===== src/rtl/grid_pkg.sv =====
// Shared definitions for the snake grid RAM: geometry and arbiter FSM states.
package grid_pkg;

  localparam int GRID_ADDR_W = 6;
  localparam int GRID_DATA_W = 60;
  localparam int GRID_ROWS   = 64;

  typedef enum logic {
    ST_CLEAR,
    ST_SERVE
  } grid_state_e;

endpackage


===== src/rtl/rr_arb2.sv =====
// Two-input round-robin arbiter; on a tie the requester not granted most recently wins.
module rr_arb2 (
  input  logic clk,
  input  logic rst,
  input  logic i_en,
  input  logic i_req0,
  input  logic i_req1,
  output logic o_gnt0,
  output logic o_gnt1
);

  // 1 means requester 1 held the last grant, so requester 0 wins the first tie.
  logic r_last;

  always_comb begin
    o_gnt0 = i_en & i_req0 & (~i_req1 | r_last);
    o_gnt1 = i_en & i_req1 & (~i_req0 | ~r_last);
  end

  // NOTE: sequential state uses non-blocking assignments so every flop samples pre-edge values.
  always_ff @(posedge clk) begin
    if (rst) begin
      r_last <= 1'b1;
    end else if (o_gnt0) begin
      r_last <= 1'b0;
    end else if (o_gnt1) begin
      r_last <= 1'b1;
    end
  end

endmodule


===== src/rtl/grid_ram_arbiter.sv =====
// Port-A sequencer for the snake grid RAM: clear walk after reset/command, then
// round-robin sharing between snake builder (0) and food placer (1).
// Optional GRID_ARB_SEED_EN: the clear walk writes SEED_DATA into SEED_ROW.
module grid_ram_arbiter
  import grid_pkg::*;
#(
  parameter int                ADDR_W    = GRID_ADDR_W,
  parameter int                DATA_W    = GRID_DATA_W,
  parameter int                ROWS      = GRID_ROWS,
  parameter int                SEED_ROW  = 32,
  parameter logic [DATA_W-1:0] SEED_DATA = 60'h7 << 28
) (
  input  logic              clk,
  input  logic              rst,
  input  logic              req0,
  input  logic              req1,
  input  logic              we0,
  input  logic              we1,
  input  logic [ADDR_W-1:0] addr0,
  input  logic [ADDR_W-1:0] addr1,
  input  logic [DATA_W-1:0] wdata0,
  input  logic [DATA_W-1:0] wdata1,
  output logic              gnt0,
  output logic              gnt1,
  output logic              rvalid0,
  output logic              rvalid1,
  output logic [DATA_W-1:0] rdata,
  input  logic              clear_start,
  output logic              clear_busy,
  output logic [ADDR_W-1:0] ram_addr,
  output logic              ram_we,
  output logic [DATA_W-1:0] ram_wdata,
  input  logic [DATA_W-1:0] ram_rdata
);

  // One extra pointer bit lets ROWS = 2**ADDR_W finish without wrapping.
  localparam logic [ADDR_W:0] LAST_PTR = (ADDR_W+1)'(ROWS - 1);

  grid_state_e       r_state;
  grid_state_e       w_state_nxt;
  logic [ADDR_W:0]   r_clr_ptr;
  logic [ADDR_W:0]   w_clr_ptr_nxt;
  logic [ADDR_W-1:0] r_addr_hold;
  logic              r_rvalid0;
  logic              r_rvalid1;
  logic [DATA_W-1:0] w_clr_data;

`ifdef GRID_ARB_SEED_EN
  localparam logic [ADDR_W:0] SEED_PTR = (ADDR_W+1)'(SEED_ROW);
  assign w_clr_data = (r_clr_ptr == SEED_PTR) ? SEED_DATA : '0;
`else
  assign w_clr_data = '0;
`endif

  rr_arb2 u_arb (
    .clk    (clk),
    .rst    (rst),
    .i_en   (r_state == ST_SERVE),
    .i_req0 (req0),
    .i_req1 (req1),
    .o_gnt0 (gnt0),
    .o_gnt1 (gnt1)
  );

  // NOTE: defaults assigned first so no path through this block infers a latch.
  always_comb begin
    w_state_nxt   = r_state;
    w_clr_ptr_nxt = r_clr_ptr;
    case (r_state)
      ST_CLEAR: begin
        if (clear_start) begin
          w_clr_ptr_nxt = '0;
        end else if (r_clr_ptr == LAST_PTR) begin
          w_state_nxt   = ST_SERVE;
          w_clr_ptr_nxt = '0;
        end else begin
          w_clr_ptr_nxt = r_clr_ptr + 1'b1;
        end
      end
      ST_SERVE: begin
        if (clear_start) begin
          w_state_nxt   = ST_CLEAR;
          w_clr_ptr_nxt = '0;
        end
      end
      default: begin
        w_state_nxt   = ST_CLEAR;
        w_clr_ptr_nxt = '0;
      end
    endcase
  end

  always_comb begin
    ram_we    = 1'b0;
    ram_addr  = r_addr_hold;
    ram_wdata = '0;
    if (r_state == ST_CLEAR) begin
      ram_we    = 1'b1;
      ram_addr  = r_clr_ptr[ADDR_W-1:0];
      ram_wdata = w_clr_data;
    end else if (gnt0) begin
      ram_we    = we0;
      ram_addr  = addr0;
      ram_wdata = wdata0;
    end else if (gnt1) begin
      ram_we    = we1;
      ram_addr  = addr1;
      ram_wdata = wdata1;
    end
  end

  always_ff @(posedge clk) begin
    if (rst) begin
      r_state     <= ST_CLEAR;
      r_clr_ptr   <= '0;
      r_addr_hold <= '0;
      r_rvalid0   <= 1'b0;
      r_rvalid1   <= 1'b0;
    end else begin
      r_state     <= w_state_nxt;
      r_clr_ptr   <= w_clr_ptr_nxt;
      r_addr_hold <= ram_addr;
      r_rvalid0   <= gnt0 & ~we0;
      r_rvalid1   <= gnt1 & ~we1;
    end
  end

  assign rvalid0    = r_rvalid0;
  assign rvalid1    = r_rvalid1;
  assign rdata      = ram_rdata;
  assign clear_busy = (r_state == ST_CLEAR);

endmodule

===== config.mk =====
export PLATFORM = sky130hd
export DESIGN_NAME = grid_ram_arbiter
export DESIGN_NICKNAME = d
export VERILOG_FILES = /design/src/rtl/grid_pkg.sv /design/src/rtl/rr_arb2.sv /design/src/rtl/grid_ram_arbiter.sv
export SDC_FILE = /design/constraint.sdc
export NUM_CORES = 1
export LEC_CHECK = 0
export ABC_AREA = 0
export CAP_MARGIN = 30
export CELL_PAD_IN_SITES_DETAIL_PLACEMENT = 1
export CELL_PAD_IN_SITES_GLOBAL_PLACEMENT = 2
export CORE_MARGIN = 2
export CORE_UTILIZATION = 10
export DETAILED_ROUTE_END_ITERATION = 7
export PLACE_DENSITY = 0.94
export SLEW_MARGIN = 10
export SYNTH_ARGS = -nofsm -noshare
export SYNTH_HDL_FRONTEND = slang
export SYNTH_SLANG_ARGS = --single-unit

===== constraint.sdc =====
create_clock -name clk -period 1.3 [get_ports clk]
set_input_delay 0.26 -clock clk [delete_from_list [all_inputs] [get_ports clk]]
set_output_delay 0.26 -clock clk [all_outputs]
set_load 0.02 [all_outputs]

# == Word-level counts from Yosys, hierarchy flattened ==
# Cells that the tools add are included.
# op_classes
add_sub_neg,1
eq_ne,2
muxes,19
n_bitwise,14
reduce_logical,1
# ops
op,n
$mux W60,3
$mux W7,3
$mux W6,3
$pmux W7 S2,1
$mux W1,8
$add A7 B1 Y7 const B,1
$eq A7 B6 Y1 const B,1
$and A1 B1 Y1,6
$not A1 Y1,6
$ne A2 B2 Y1 const B,1
$or A1 B1 Y1,2
$pmux W1 S2,1
$reduce_bool A2 Y1,1
# word_totals
register_bits,17
in_bits,199
output_inout_bits,132
wordCells,43

# == Logic depth before layout (Yosys ltp) ==
# Gate-level depths: netlist of run 1.
# depth
ltp_word,6
depth_mapped,6
depth_no_buf,4

# == By module ==
# Synthesis of run 1 repeated with hierarchy kept, for this count alone.
# unflattened
hier_cells,304
hier_area_um2,2174.6
# by_module_without_submodules
module,n_inst,cells_per_inst,area_each_um2,seq_area_each_um2
grid_ram_arbiter,1,296,2115.8,320.3
rr_arb2,1,8,58.8,20.0

# == Least setup slack after synthesis of run 1 ==
# No wires, ideal clock.
# synth_path
path_type,reg2out
from,reg r_state
to,out ram_wdata[11]
arrival_ns,1.248
required_ns,1.040
slack_ns,-0.208
stages_incl_launch_ff,6
path_buffers,2
path_cell_list,dfxtp_1 -> buf_4 -> nand2_1 -> a21oi_4 -> buf_4 -> a22o_1
# synth_via
elab_chain_cells,5
word_cells_on_any_way,7
cone_classes,3 x mux; 4 x bitwise
# synth_lines
element,line_no,text
"start, declared",grid_ram_arbiter.sv:39,grid_state_e r_state;
"start signal, assigned",grid_ram_arbiter.sv:120,r_state <= w_state_nxt;
$and A1 B1 Y1 (2 in series),rr_arb2.sv:17,o_gnt1 = i_en & i_req1 & (~i_req0 | ~r_last);
$mux W60,grid_ram_arbiter.sv:105,end else if (gnt1) begin
$mux W60,grid_ram_arbiter.sv:101,end else if (gnt0) begin
$mux W60 (*),grid_ram_arbiter.sv:97,if (r_state == ST_CLEAR) begin
"end, declared",grid_ram_arbiter.sv:32,"output logic [DATA_W-1:0] ram_wdata,"
# Mark *: on every way between the ends. The rest lies on a longest branch, timed or not.

# == Worst setup path after layout of run 1 ==
# layout_path
from,reg u_arb.r_last
to,out ram_we
# layout_via
elab_chain_cells,6
word_cells_on_any_way,8
cone_classes,3 x mux; 5 x bitwise
# layout_lines
element,line_no,text
"start, declared",rr_arb2.sv:13,logic r_last;
"start signal, assigned",rr_arb2.sv:23,r_last <= 1'b1;
"start signal, assigned",rr_arb2.sv:25,r_last <= 1'b0;
"start signal, assigned",rr_arb2.sv:27,r_last <= 1'b1;
$not A1 Y1,rr_arb2.sv:17,
$or A1 B1 Y1,rr_arb2.sv:17,
$and A1 B1 Y1,rr_arb2.sv:17,
$mux W1,grid_ram_arbiter.sv:105,
$mux W1 (*),grid_ram_arbiter.sv:101,
$mux W1 (*),grid_ram_arbiter.sv:97,
"end, declared",grid_ram_arbiter.sv:31,"output logic ram_we,"
# Marks and branches as above.

==> impl_results.md, run 1 <==
* Reg clk slew, reported paths at approximately 0.060 ns
* Via/cell ratio at 3.82
* Worst-Margin Slew at 0.305 ns
* H-tree levels at 1
* Status: finished with violations
* Buffers on Ports at 210
* Clock latency on the worst-skew pair at 0.26 ns
* EDFF count, synth at 0
* Clock Tree Buf Depth at 2
* Static Leak at roughly 2.5 nW
* Worst Setup Slack, final at -0.517 ns
* Power density over the cells at 324 nW/µm²
* Site Rows at 52
* Fin. Hold Viols at 0
* Drt wl/cell at a little under 20 µm
* Full die area at between 20000 and 25000 µm²
* IO Pins at 331
* GR Util All Layers at 11.5%
* Highest metal used: met4
* Routed Antenna Nets at 0
* Flops & latches, synth at 17
* Minimum clock period after layout at ~1.8 ns
* TritonCTS clock tree: yes
* Crit path required time at 1.04 ns
* Layout area overhead at 180%
* Drt drc at 0
* Final Skew at between 0.001 and 0.0015 ns
* Cell area after layout at approximately 5800 µm²
* Routed Wire Length at 14.0 mm
* Synth area leaders: a22o_1, buf_4, dfxtp_1
* Die span in x at about 150 µm
* Startpoint Class: flop
* Initial Util at 10.2%
* Initial antenna violation count at 3
* Gr ovfl total at 0
* Worst rel slew slack at 79.4%
* Vias at ~2800
* Cell Area, Placed at 4910 µm²
* Final setup viols at 81
* CP max FO at 6
* Worst vdd ir at 235 µV
* WL met3 at around 1.2 mm
* Total Power at 1.89 mW
* Synth top area share at about a quarter
* Nets at 650
* Most used DFF post-synth: dfxtp_1
* TritonCTS Buffers at 3
* Detailed Place HPWL at roughly 10 mm
* Kind of critical path: reg2out
* Cell taking the most area after synthesis: a22o_1
* Core area at ~20000 µm²
* Drt pass-1 iters at 4
* Most common cell in the synthesized netlist: buf_4
* Crit end category: output pin
* Crit path DAT at 1.56 ns
* Sequential share of the synthesized area at 16.3%
* Global placement routability congestion at 0.739
* Most frequent cells after synthesis: buf_4, a22o_1, dfxtp_1, buf_6, a21oi_1
* Ys Warns at 0
* Tcrit/Tclk final at 140%
* Async set-reset flop share out of synthesis at 0%
* Drt first-iter violations at 55
* Post-Synthesis Cells at about 240
* Failing checks: setup timing
* Max-cap check violation count at 0
* Syn_nets at 439
* Met2 wire length at approximately 7.7 mm
* R2R Setup Slk at -0.41 ns
* Die Span Y at approximately 150 µm
* Yosys cell types at 43
* Fraction of layout cells with a size suffix above 1 at 59.7%
* Largest net degree at the start of global routing at 13
* First-pass GRT wire length at 18.9 mm
* Vias in the first global route at 3010
* HP Class: in2out
* CTS sink count at 17
* RSZ-0062 raised after global routing: yes
* M1 WL at 4.75 mm
* Post-Syn Area at 2090 µm²
* Fin. max-slew vios at 0
* Root Buffer: clkbuf_16
* Max Clock Freq at 0.550 GHz
* Syn Area/Cell at just under 9 µm²
## cell families after synthesis
family	count (synthesis)	synth area share [%]
AO/OA/AOI/OAI	92	36.6
buffers and inverters	84	30.9
AND/OR/NAND/NOR	32	9.05
flip-flops	17	16.3
multiplexers	11	5.64
XOR/XNOR	2	0.839
adder cells (fa/ha/maj)	1	0.599
## worst max-delay path, cell delays in order, from the launching register on
cell	delay, ns
dfxtp_4	0.37
inv_2	0.07
a21oi_4	0.07
buf_12	0.14
buf_16	0.14
a221o_1	0.35
buf_6	0.15
## layout make-up
cell class                      count  area (µm²)
Fill cell                        2230       14500
Tap cell                          270         338
Multi-Input combinational cell    138        1920
Inverter                            3        18.8
Clock buffer                        3        75.1
Antenna cell                        3        7.51
Sequential cell                    17         350
Timing Repair Buffer              287        3130
Clock inverter                      1        5.00
## stage by stage
step                setup slack [ns]  hold WS [ns]  TNS (ns)  util, %  std cells
detailed placement             -1.21         0.520    -83.58     24.1        689
global placement               -1.20         0.504    -82.35     24.1        689
global route                  -0.569         0.520    -36.67     28.7        722
floorplan                    -0.0861         0.330     -5.23        -        239
CTS                           -0.521         0.520    -33.70     27.8        713
finish                        -0.517         0.520    -32.94     28.7        722
## cells in the final DEF (no fill, tap or decap), drive strengths merged, types with 2 or more instances in the layout
cell type	synthesis	layout
a21oi	10	10
inv	3	3
clkdlybuf4s50	0	131
nand3	2	2
a22o	60	60
and3	2	2
nand2b	6	6
diode	0	3
a41oi	2	2
nor2	6	6
mux2i	5	5
dlygate4sd2	0	7
nor3b	2	2
o22ai	5	5
nand2	7	7
a211oi	6	6
clkbuf	2	5
mux2	6	6
dfxtp	17	17
buf	79	146
## where the power goes
part           internal (mW)  switching, mW  total [mW]  leakage, nW
Combinational          0.471          0.233       0.705         2.34
Sequential             0.523        0.00395       0.526        0.139
Clock                  0.414          0.248       0.661       0.0409
Total                   1.41          0.485        1.89         2.52
## routing by layer
metal	global-route usage [%]	vias up
li1	-	1271
met1	11.5	1313
met2	22.1	152
met3	3.65	25
met4	4.14	0
met5	0	-
## registers in the layout (all words and copies together) (netlist names)
signal / flops
r_addr_hold: 6
u_arb.r_last: 1
rvalid0: 1
rvalid1: 1
r_state: 1
r_clr_ptr: 7
## path summary, 6_finish.rpt
kind | from | endpoint | depth (start not counted)
max | u_arb.r_last | ram_we | 6
min | ram_rdata[14] | rdata[14] | 0
max reg2reg | r_state | r_clr_ptr[5] | 8
min reg2reg | r_clr_ptr[6] | r_clr_ptr[6] | 2
## timing repair
item,4_1_cts,5_1_grt
hold buffers,0,0
setup endpoints to repair,84,84
gates resized for setup,505,39
gates cloned,3,2
setup buffers,17,9
pin swaps,13,18
No activity file was read; power rests on OpenSTA's default activity.
==> run 2: changes to the inputs <==
--- a/config.mk
+++ b/config.mk
@@ -13,7 +13,7 @@
 export CORE_UTILIZATION = 10
 export DETAILED_ROUTE_END_ITERATION = 7
 export PLACE_DENSITY = 0.94
-export SLEW_MARGIN = 10
+export SKIP_LAST_GASP = 1
 export SYNTH_ARGS = -nofsm -noshare
 export SYNTH_HDL_FRONTEND = slang
 export SYNTH_SLANG_ARGS = --single-unit
==> impl_results.md, run 2 (synthesis gave the netlist of run 1 again) <==
* Via/cell ratio at 3.83 (+0.25%)
* Worst vdd ir at 236 µV (+0.55%)
* TritonCTS clock tree: yes
* Pre-CTS WS at -1.21 ns (unchanged)
* Core area at 20400 µm² (unchanged)
* Top Family by Delay on Critical Path: buffers and inverters
* Final setup viols at 82 (+1.2%)
* Worst-case reg-to-reg path depth at 7 (-1)
* Nets at 649 (-0.15%)
* Reg clk slew, reported paths at 0.06 ns (about the same)
* Vias in the first global route at 3036 (+0.86%)
* WP buf/inv at 4 (unchanged)
* CP peak stage delay at 0.37 ns (about the same)
* HP Class: in2out
* Power density over the cells at 326 nW/µm² (+0.62%)
* Crit end category: output pin
* Max reg flops at 7 (unchanged)
* Most frequent cells in the layout: clkdlybuf4s50_1, buf_6, a22o_4
* Clock Tree Buf Depth at 2 (unchanged)
* Minimum clock period after layout at 1.82 ns (-0.00120 ns)
* Drt drc at 0 (unchanged)
* Worst Setup Slack, final at -0.516 ns (+0.00119 ns)
* First-pass GRT wire length at 18.9 mm (about the same)
* Worst rel slew slack at 78.1% (-1.2 points)
* Levels on crit path at 6 (unchanged)
* Routed Wire Length at 14.1 mm (+0.49%)
* Worst-Margin Slew at 0.326 ns (+0.0211 ns)
* Startpoint Class: flop
* Buffers on Ports at 210 (unchanged)
* Final Skew at 0.00143 ns (+0.000276 ns)
* Full die area at 22000 µm² (unchanged)
* Most common cell after layout, fill and taps aside: clkdlybuf4s50_1
* Hold WS at 0.520 ns (unchanged)
* CTS sink count at 17 (unchanged)
* Site Rows at 52 (unchanged)
* Cell Area, Placed at 4910 µm² (unchanged)
* Fin. max-slew vios at 0 (unchanged)
* TritonCTS Buffers at 3 (unchanged)
* RSZ-0062 raised after global routing: yes
* Fin. Hold Viols at 0 (unchanged)
* Max Clock Freq at 0.551 GHz (about the same)
* WHS Path Cells at 0 (unchanged)
* Vias at 2764 (+0.11%)
* Global placement routability congestion at 0.739 (unchanged)
* Gr ovfl total at 0 (unchanged)
* Tcrit/Tclk final at 140% (about the same)
* Drt pass-1 iters at 4 (unchanged)
* Drt first-iter violations at 70 (+27%)
* Failing checks: setup timing
* Die Span Y at 148 µm (unchanged)
* Initial Util at 10.2% (unchanged)
* Crit path required time at 1.04 ns (about the same)
* Routed Antenna Nets at 0 (unchanged)
* Initial antenna violation count at 3 (unchanged)
* Reg with most FFs: r_clr_ptr
* Detailed Place HPWL at 10.5 mm (unchanged)
* Status: finished with violations
* CP cell instances: inv_2 > a21oi_4 > buf_12 > buf_16 > a221o_1 > buf_6
* Cell area after layout at 5820 µm² (-0.41%)
* H-tree levels at 1 (unchanged)
* IO Pins at 331 (unchanged)
* Layout area overhead at 179%
* TNS Setup at -32.58 ns (+0.362 ns)
* Kind of critical path: reg2out
* Drt wl/cell at 19.5 µm (+0.63%)
* CP max FO at 6 (unchanged)
* Top Registers: r_clr_ptr x7, r_addr_hold x6
* Root Buffer: clkbuf_16
* Crit path DAT at 1.56 ns (about the same)
* Die span in x at 148 µm (unchanged)
* Clock latency on the worst-skew pair at 0.26 ns (about the same)
* Fraction of layout cells with a size suffix above 1 at 59.2% (-0.54 points)
* Static Leak at 2.51 nW (-0.29%)
* Largest net degree at the start of global routing at 13 (unchanged)
* Max-cap check violation count at 0 (unchanged)
* GR Util All Layers at 11.5% (-0.019 points)
* CP max stage cell: dfxtp_4
run 2: changes by cell type in the layout (fill, tap and decap cells not counted), sizes merged:
cell and delta:
buf -1
run 2: report_power, final:
group          switching [mW]  internal (mW)  leakage (nW)  total, mW
registers             0.00435          0.523         0.139      0.527
logic                   0.234          0.468          2.33      0.702
clock network           0.254          0.414        0.0409      0.668
run 2: layout make-up:
cell class | instances | area (µm²)
multi-input cells | 138 | 1920
fillers | 2239 | 14500
diodes | 3 | 7.51
inverters | 3 | 18.8
flip-flops and latches | 17 | 350
clock inverters | 1 | 5.00
repair buffers | 286 | 3100
well taps | 270 | 338
clock buffers | 3 | 75.1
run 2: worst paths after layout:
kind / from / endpoint / slack [ns]
max: u_arb.r_last / ram_we / -0.52
min: ram_rdata[14] / rdata[14] / 0.52
max reg2reg: r_state / r_clr_ptr[5] / -0.26
min reg2reg: r_clr_ptr[6] / r_clr_ptr[6] / 0.58
run 2: per-stage QoR:
step,util [%],power (mW),cells
2_1_floorplan,-,0.901,239
3_3_place_gp,24.1,1.17,689
3_5_place_dp,24.1,1.18,689
4_1_cts,27.3,1.90,713
5_1_grt,28.6,1.96,721
6_report,28.6,1.90,721
run 2: layer usage:
metal / up-vias / wire (µm) / track usage, %
li1: 1269 / - / -
met5: - / 0 / 0
met1: 1320 / 4820 / 11.3
met3: 23 / 1140 / 3.80
met4: 0 / 364 / 3.95
met2: 152 / 7730 / 22.3
run 2: timing repair:
| item | 4_1_cts | 5_1_grt |
|---|---|---|
| resized for setup | 480 | 57 |
| hold buffers | 0 | 0 |
| setup buffers | 17 | 8 |
| gates cloned | 3 | 2 |
| pin swaps | 12 | 17 |
| setup endpoints to repair | 84 | 83 |
==> run 3: changes to the inputs <==
--- a/config.mk
+++ b/config.mk
@@ -6,13 +6,14 @@
 export NUM_CORES = 1
 export LEC_CHECK = 0
 export ABC_AREA = 0
+export ABC_CLOCK_PERIOD_IN_PS = 1300
 export CAP_MARGIN = 30
-export CELL_PAD_IN_SITES_DETAIL_PLACEMENT = 1
-export CELL_PAD_IN_SITES_GLOBAL_PLACEMENT = 2
-export CORE_MARGIN = 2
-export CORE_UTILIZATION = 10
+export CELL_PAD_IN_SITES_DETAIL_PLACEMENT = 0
+export CELL_PAD_IN_SITES_GLOBAL_PLACEMENT = 1
+export CORE_MARGIN = 8
+export CORE_UTILIZATION = 12
 export DETAILED_ROUTE_END_ITERATION = 7
-export PLACE_DENSITY = 0.94
+export PLACE_DENSITY = 0.83
 export SKIP_LAST_GASP = 1
 export SYNTH_ARGS = -nofsm -noshare
 export SYNTH_HDL_FRONTEND = slang
==> impl_results.md, run 3 (synthesis gave the netlist of run 1 again) <==
* TritonCTS clock tree: yes
* Final Skew at 0.00548 ns (+0.00405 ns)
* Largest net degree at the start of global routing at 17 (+4)
* Drt drc at 0 (unchanged)
* Final setup viols at 77 (-6.1%)
* TritonCTS Buffers at 3 (unchanged)
* Setup crit end: ram_we
* Minimum clock period after layout at 1.80 ns (-0.0134 ns)
* Via/cell ratio at 4.09 (+6.7%)
* CTS sink count at 17 (unchanged)
* Max reg flops at 7 (unchanged)
* Die Span Y at 148 µm (-0.40%)
* Tcrit/Tclk final at 139% (-1.0 points)
* Most frequent cells in the layout: clkdlybuf4s50_1, buf_6, a22o_4
* Reg with most FFs: r_clr_ptr
* Root Buffer: clkbuf_16
* R2R Path End: r_clr_ptr[3]
* Worst Setup Slack, final at -0.503 ns (+0.0134 ns)
* Power density over the cells at 334 nW/µm² (+2.5%)
* IO Pins at 331 (unchanged)
* Startpoint Class: flop
* Crit path from: u_arb.r_last
* R2R Setup Slk at -0.21 ns (+0.05 ns)
* Gr ovfl total at 0 (unchanged)
* Site Rows at 48 (-7.7%)
* Fin. Hold Viols at 0 (unchanged)
* Fin. max-slew vios at 0 (unchanged)
* Kind of critical path: reg2out
* H-tree levels at 1 (unchanged)
* Crit path DAT at 1.54 ns (-0.02 ns)
* Crit end category: output pin
* Core area at 17200 µm² (-16%)
* Worst vdd ir at 566 µV (+140%)
* Utilization after layout at 32.8% (+4.2 points)
* CP max FO at 6 (unchanged)
* Max-cap check violation count at 0 (unchanged)
* Worst rel slew slack at 84.0% (+5.9 points)
* Routed Antenna Nets at 0 (unchanged)
* Crit path required time at 1.04 ns (about the same)
* Detailed Place HPWL at 10.6 mm (+1.7%)
* Worst-Margin Slew at 0.236 ns (-0.0899 ns)
* Full die area at 21900 µm² (-0.79%)
* Status: finished with violations
* Vias at 2764 (unchanged)
* Clock latency on the worst-skew pair at 0.26 ns (about the same)
* Die span in x at 148 µm (-0.40%)
* Vias in the first global route at 2985 (-1.7%)
* Reg clk slew, reported paths at 0.05 ns (about the same)
* Fillers at 1742 (-22%)
* First-pass GRT wire length at 18.4 mm (-2.4%)
* Routed Wire Length at 13.6 mm (-3.3%)
* Layout area overhead at 170%
* Drt pass-1 iters at 4 (unchanged)
* Max Clock Freq at 0.555 GHz (+0.74%)
* Initial Util at 12.2% (+1.9 points)
* Clock Tree Buf Depth at 2 (unchanged)
* Initial antenna violation count at 5 (+2)
* Nets at 648 (-0.15%)
* Worst-case reg-to-reg path depth at 7 (unchanged)
* RSZ-0062 raised after global routing: yes
* Failing checks: setup timing
* Drt first-iter violations at 52 (-26%)
* Global placement routability congestion at 0.804 (+8.8%)
* Static Leak at 2.47 nW (-1.6%)
* Cell area after layout at 5630 µm² (-3.2%)
* TNS Setup at -31.25 ns (+1.34 ns)
* HP Class: in2out
* Fraction of layout cells with a size suffix above 1 at 57.5% (-1.7 points)
* Cell Area, Placed at 4780 µm² (-2.6%)
* Top Registers: r_clr_ptr x7, r_addr_hold x6
* Most common cell after layout, fill and taps aside: clkdlybuf4s50_1
* GR Util All Layers at 10.8% (-0.67 points)
* Reg2reg start: r_state
* Drt wl/cell at 20.1 µm (+3.1%)
* Buffers on Ports at 210 (unchanged)
run 3: changes by cell type in the layout (fill, tap and decap cells not counted), sizes merged:
| cell | before | now |
|---|---|---|
| clkbuf | 5 | 6 |
| buf | 145 | 142 |
| clkdlybuf4s50 | 131 | 133 |
| dlygate4sd2 | 7 | 5 |
| and3 | 2 | 3 |
| diode | 3 | 4 |
run 3: per-layer routing:
layer | track usage, % | part of all wire, % | vias to the layer above
li1 | - | - | 1266
met1 | 10.8 | 35 | 1299
met2 | 20.1 | 53 | 156
met3 | 3.94 | 8.9 | 43
met4 | 3.72 | 2.6 | 0
met5 | 0 | 0 | -
run 3: final cells by class:
type	count	area (µm²)	share of cell area [%]
Tap cell	225	282	5.00
Antenna cell	4	10.0	0.178
Clock inverter	1	5.00	0.0889
Sequential cell	17	353	6.27
Timing Repair Buffer	284	3010	53.6
Multi-Input combinational cell	139	1870	33.3
Clock buffer	3	75.1	1.33
Inverter	3	16.3	0.289
run 3: what timing repair did:
item	CTS	global route
setup buffers	16	13
gates cloned	4	3
setup endpoints to repair	84	80
hold buffers	0	0
pin swaps	10	5
gates resized for setup	428	99
run 3: power by group:
| group | total [mW] | switching, mW | internal, mW | leakage, nW |
|---|---|---|---|---|
| clock network | 0.644 | 0.231 | 0.413 | 0.0409 |
| logic | 0.712 | 0.227 | 0.485 | 2.29 |
| registers | 0.525 | 0.00390 | 0.522 | 0.139 |
| total | 1.88 | 0.462 | 1.42 | 2.47 |
run 3: critical path: stages (launching register included):
cell	delay, ns
dfxtp_4	0.39
nand2_8	0.07
and3_4	0.23
buf_12	0.15
a221o_1	0.31
buf_6	0.14
run 3: per-stage QoR:
| stage | std cells | power [mW] | setup WS, ns | hold slack [ns] |
|---|---|---|---|---|
| after CTS | 664 | 1.89 | -0.656 | 0.505 |
| after detailed placement | 641 | 1.17 | -1.18 | 0.494 |
| after global placement | 641 | 1.17 | -1.15 | 0.473 |
| after global routing | 676 | 1.97 | -0.559 | 0.520 |
| after floorplan | 239 | 0.901 | -0.0861 | 0.330 |
| final | 676 | 1.88 | -0.503 | 0.520 |
run 3: worst min-delay path by stage:
stage / from / to / slack, ns / cells after the start
global route: ram_rdata[10] / rdata[10] / 0.52 / 0
global placement: r_clr_ptr[6] / r_clr_ptr[6] / 0.47 / 2
floorplan: we0 / rvalid0 / 0.33 / 1
detailed placement: r_clr_ptr[6] / r_clr_ptr[6] / 0.49 / 2
finish: ram_rdata[10] / rdata[10] / 0.52 / 0
CTS: r_clr_ptr[6] / r_clr_ptr[6] / 0.51 / 2
